==> config.mk <==
export PLATFORM = sky130hd
export DESIGN_NAME = memory_arbiter
export DESIGN_NICKNAME = d
export VERILOG_FILES = /design/src/rtl/cpu_types_pkg.sv /design/src/rtl/mem_arb_perf.sv /design/src/rtl/memory_arbiter.sv
export SDC_FILE = /design/constraint.sdc
export NUM_CORES = 1
export LEC_CHECK = 0
export CAP_MARGIN = 20
export CELL_PAD_IN_SITES_DETAIL_PLACEMENT = 0
export CELL_PAD_IN_SITES_GLOBAL_PLACEMENT = 1
export CORE_ASPECT_RATIO = 2
export CORE_UTILIZATION = 12
export DETAILED_ROUTE_END_ITERATION = 7
export GPL_ROUTABILITY_DRIVEN = 1
export PLACE_DENSITY_LB_ADDON = 0.12
export SYNTH_ARGS = -nofsm -noshare
export SYNTH_HDL_FRONTEND = slang
export SYNTH_HIERARCHICAL = 1
export SYNTH_SLANG_ARGS = --single-unit
==> constraint.sdc <==
create_clock -name CLK -period 3.65 [get_ports CLK]
set_input_delay 0.365 -clock CLK [delete_from_list [all_inputs] [get_ports CLK]]
set_output_delay 0.365 -clock CLK [all_outputs]
set_load 0.05 [all_outputs]
==> src/rtl/cpu_types_pkg.sv <==
// Shared CPU-side types for the memory arbiter: word and RAM-state types, the
// arbiter FSM encoding, grant history and the ERROR-completion load value.
package cpu_types_pkg;

    localparam int WORD_W = 32;

    typedef logic [WORD_W-1:0] word_t;

    typedef enum logic [1:0] {
        FREE   = 2'd0,
        BUSY   = 2'd1,
        ACCESS = 2'd2,
        ERROR  = 2'd3
    } ramstate_t;

    typedef enum logic [1:0] {
        IDLE   = 2'd0,
        DSERVE = 2'd1,
        ISERVE = 2'd2
    } arb_state_t;

    typedef enum logic {
        DATA  = 1'b0,
        INSTR = 1'b1
    } grant_t;

    localparam word_t ERR_WORD = 32'hBAD1BAD1;
    localparam word_t CNT_MAX  = '1;

    // Saturating increment used by the performance counters.
    function automatic word_t sat_inc(input word_t v);
        return (v == CNT_MAX) ? v : v + word_t'(1);
    endfunction

endpackage

==> src/rtl/mem_arb_perf.sv <==
// Saturating access/stall counters for memory_arbiter; only instantiated when
// MEM_ARB_PERF_EN is defined.
module mem_arb_perf
    import cpu_types_pkg::*;
(
    input  logic        CLK,
    input  logic        RST,
    input  logic        i_access,
    input  logic        d_access,
    input  logic        stall,
    output logic [31:0] icount,
    output logic [31:0] dcount,
    output logic [31:0] stallcount
);

    word_t icount_q, icount_d;
    word_t dcount_q, dcount_d;
    word_t stall_q,  stall_d;

    always_comb begin
        icount_d = icount_q;
        dcount_d = dcount_q;
        stall_d  = stall_q;
        if (i_access) icount_d = sat_inc(icount_q);
        if (d_access) dcount_d = sat_inc(dcount_q);
        if (stall)    stall_d  = sat_inc(stall_q);
    end

    always_ff @(posedge CLK) begin
        if (RST) begin
            icount_q <= '0;
            dcount_q <= '0;
            stall_q  <= '0;
        end else begin
            icount_q <= icount_d;
            dcount_q <= dcount_d;
            stall_q  <= stall_d;
        end
    end

    assign icount     = icount_q;
    assign dcount     = dcount_q;
    assign stallcount = stall_q;

endmodule

==> src/rtl/memory_arbiter.sv <==
// Data-first arbiter between the caches' instruction and data ports and a single
// variable-latency RAM. Optional counters: define MEM_ARB_PERF_EN.
module memory_arbiter
    import cpu_types_pkg::*;
(
    input  logic              CLK,
    input  logic              RST,
    input  logic              iREN,
    input  logic [WORD_W-1:0] iaddr,
    input  logic              dREN,
    input  logic              dWEN,
    input  logic [WORD_W-1:0] daddr,
    input  logic [WORD_W-1:0] dstore,
    output logic              iwait,
    output logic              dwait,
    output logic [WORD_W-1:0] iload,
    output logic [WORD_W-1:0] dload,
    output logic              ramREN,
    output logic              ramWEN,
    output logic [WORD_W-1:0] ramaddr,
    output logic [WORD_W-1:0] ramstore,
    input  logic [WORD_W-1:0] ramload,
    input  logic [1:0]        ramstate,
    output logic              mem_err
`ifdef MEM_ARB_PERF_EN
    ,
    output logic [31:0]       icount,
    output logic [31:0]       dcount,
    output logic [31:0]       stallcount
`endif
);

    arb_state_t state_q,      state_d;
    grant_t     last_grant_q, last_grant_d;
    logic       mem_err_q,    mem_err_d;

    ramstate_t rs;
    logic      dreq;
    logic      complete;
    word_t     cmp_load;

    assign rs       = ramstate_t'(ramstate);
    assign dreq     = dREN | dWEN;
    assign complete = (rs == ACCESS) || (rs == ERROR);
    assign cmp_load = (rs == ERROR) ? ERR_WORD : ramload;

    // NOTE: every output and next-state value gets a default before the case so
    // no path through this block can leave a signal unassigned and infer a latch.
    always_comb begin
        state_d      = state_q;
        last_grant_d = last_grant_q;
        mem_err_d    = mem_err_q;
        iwait        = 1'b1;
        dwait        = 1'b1;
        iload        = '0;
        dload        = '0;
        ramREN       = 1'b0;
        ramWEN       = 1'b0;
        ramaddr      = '0;
        ramstore     = '0;

        case (state_q)
            IDLE: begin
                // Instruction fetch jumps the queue only if data won last time.
                if (dreq && iREN && (last_grant_q == DATA)) state_d = ISERVE;
                else if (dreq)                              state_d = DSERVE;
                else if (iREN)                              state_d = ISERVE;
            end

            DSERVE: begin
                if (!dreq) begin
                    state_d = IDLE;
                end else begin
                    ramaddr  = daddr;
                    ramstore = dstore;
                    ramWEN   = dWEN;
                    ramREN   = dREN & ~dWEN;
                    if (complete) begin
                        dwait        = 1'b0;
                        dload        = cmp_load;
                        last_grant_d = DATA;
                        mem_err_d    = mem_err_q | (rs == ERROR);
                        state_d      = IDLE;
                    end
                end
            end

            ISERVE: begin
                if (!iREN) begin
                    state_d = IDLE;
                end else begin
                    ramaddr = iaddr;
                    ramREN  = 1'b1;
                    if (complete) begin
                        iwait        = 1'b0;
                        iload        = cmp_load;
                        last_grant_d = INSTR;
                        mem_err_d    = mem_err_q | (rs == ERROR);
                        state_d      = IDLE;
                    end
                end
            end

            default: state_d = IDLE;
        endcase
    end

    // NOTE: state registers use non-blocking assignments so every flop samples
    // the pre-edge values regardless of statement order.
    always_ff @(posedge CLK) begin
        if (RST) begin
            state_q      <= IDLE;
            last_grant_q <= INSTR;
            mem_err_q    <= 1'b0;
        end else begin
            state_q      <= state_d;
            last_grant_q <= last_grant_d;
            mem_err_q    <= mem_err_d;
        end
    end

    assign mem_err = mem_err_q;

`ifdef MEM_ARB_PERF_EN
    logic i_access, d_access, stall;

    assign i_access = (state_q == ISERVE) && iREN && (rs == ACCESS);
    assign d_access = (state_q == DSERVE) && dreq && (rs == ACCESS);
    assign stall    = (state_q != IDLE) && (rs == BUSY);

    mem_arb_perf u_perf (
        .CLK        (CLK),
        .RST        (RST),
        .i_access   (i_access),
        .d_access   (d_access),
        .stall      (stall),
        .icount     (icount),
        .dcount     (dcount),
        .stallcount (stallcount)
    );
`endif

endmodule
==> impl_metrics.ini <==
[timing]
fin_tns_setup_ns = 0
finalSetupViolCount = 0
slew_headroom = 0.3624
worst_slew_pin_slew_ns = 0.9564
rsz0062_at_grt = no
holdWs_ns = 0.5099
finalMaxSlewViolations = 0
period_share = 0.7978
finClkSkew_ns = 0.0008947
clock.fmax_mhz = 343.4
post-route-min-period_ns = 2.912
hold_viol_final = 0

[synth]
ys_types = 29
synth-simple-area-share = 0.5729
synth_fa_ha_area_frac = 0.03370
synthFlopType = dfxtp_1
ys_ff_latch = 4
synth-warning-count = 6
yosys-mux-area-fraction = 0
async_flop_share = 0
netlist_instances = 255
synth_edf_count = 0
syn_avg_cell_area_sq_um = 5.824
synth-xor-area-share = 0
seq_area_frac_synth = 0.05392
synth_top_family_by_area = simple AND/OR/NAND/NOR gates
synth_nets = 394
netlist_area_sq_mm = 0.001485
synth_compound_area_frac = 0.2249

[critical_path]
required_ns = 3.28
worstSetupPathType = in -> out
end_kind = output port
critPathLaunchType = input port
critPathMaxFanout = 29
reg2regPathDepth = 4
reg2reg_setup_slack_ns = 1.81
critPathArrivalTime_ns = 2.55

[grt]
grt_pass1_vias = 2770
grt_overflow_total = 0
track_usage = 0.1440
grt_max_degree = 35
antenna_found_initial = 0
grt_pass1_wl_um = 14100

[pwr]
p_comb_frac = 0.750
vdd_ir_drop_max_v = 0.0001075
power_leakage_uw = 0.001784
p_seq_frac = 0.058
clockPowerShare = 0.192
power_uw = 886.0
power_switching_share = 0.4525
p_sw_uw = 400.9
power.density_mw_per_mm2 = 193.3
p_int_uw = 485.1

[cts]
root_buffer = clkbuf_16
clk_pin_slew_ns = 0.03
hold_buffers = 0
clock_latency_ns = 0.22
htreeDepth = 1
ctsResizeCount = 0
cts_setup_buffers = 0
cts_buffer_depth = 2
cts_made_buffers = 3
cts_tree = done
cts.sinks = 4

[placed_design]
gp_congestion = 0.7513
dp_hpwl_um = 8019
io_buffers = 267
place_area_sq_mm = 0.004508
dp.cells = 652

[detailed_routing]
dr.pass1.iters = 4
drt_iter0_drc = 78
vias = 2741
ant_nets = 0
totalWireLength_um = 9730
wl_per_cell_um = 14.85
viasPerCell = 4.185
drcViolationCount = 0

[min_path]
hold_path.class = reg -> reg
min_path_cells = 2

[finish]
area_delta_synth_final_pct = 208.6
mostFrequentLayoutCell = clkdlybuf4s50_1
design_area_sq_mm = 0.004583
layoutNonFillerInstCount = 655
diodes = 0
final_nets = 649
drive_above_1_share = 0.1614
layout_common_cells = clkdlybuf4s50_1, nor2_1, buf_4, and2_1, buf_12

[outcome]
status = complete, no violations

[run]
cap_violations = 0

[floorplan]
row_count = 57
die_w_um = 80.67
dieArea_sq_mm = 0.01285
start_util = 0.1225
die_h_um = 159.3
core_sq_mm = 0.01212
ios = 268
## layout make-up
cell class | count | area [sq um]
Fill cell | 1267 | 7541
Multi-Input combinational cell | 223 | 1236
Tap cell | 147 | 183.9
Inverter | 4 | 15.01
Timing Repair Buffer | 274 | 2993
Clock buffer | 3 | 75.07
Sequential cell | 4 | 80.08
## Yosys cell counts, drive strengths merged, types with 2 or more instances
library cell | instances | area share
nor2 | 85 | 0.21
nor2b | 32 | 0.13
o21ai | 2 | 0.0067
dfxtp | 4 | 0.054
and2 | 35 | 0.15
o31ai | 2 | 0.010
ha | 4 | 0.034
a22oi | 32 | 0.16
nand2 | 17 | 0.045
clkbuf | 6 | 0.018
buf | 18 | 0.087
inv | 4 | 0.010
o21a | 2 | 0.010
## power by group through the flow
stage	combinational, uW	clock [uW]	sequential (uW)
detailed placement	670	0	51.4
floorplan	370	0	53.0
global placement	668	0	51.3
finish	665	170	51.1
CTS	672	172	51.1
global route	703	176	51.4
## path summary, 6_finish.rpt
path                   to        from
min reg2reg       mem_err     mem_err
min               mem_err     mem_err
max          ramstore[14]        dWEN
max reg2reg       mem_err  state_q[0]
## cell families after synthesis
| kind of cell | count (synthesis) |
|---|---|
| simple gates | 175 |
| compound gates | 44 |
| buf+inv | 28 |
| fa+ha+maj | 4 |
| flops | 4 |
## routing by layer
| metal | wire, um | GRT usage |
|---|---|---|
| met4 | 210 | 0.05032 |
| met3 | 990 | 0.03553 |
| met5 | 0 | 0 |
| met2 | 5532 | 0.3001 |
| met1 | 2997 | 0.1210 |
## sequential cells by signal (all words and copies together) (netlist names)
register      count
last_grant_q      1
mem_err           1
state_q           2
## worst max-delay path, cell delays in order
cell	delay, ns
clkdlybuf4s50_1	0.64
o21a_2	0.38
buf_12	0.20
and2_1	0.13
clkdlybuf4s50_1	0.81
## per-stage QoR
stage / util / setup slack, ns
finish: 0.3780 / 0.7380
global route: 0.3780 / 0.5982
CTS: 0.3780 / 0.7103
detailed placement: 0.3718 / 0.7253
global placement: 0.3718 / 0.7231
floorplan: - / 1.430
Power figures use the tool's default switching activity.
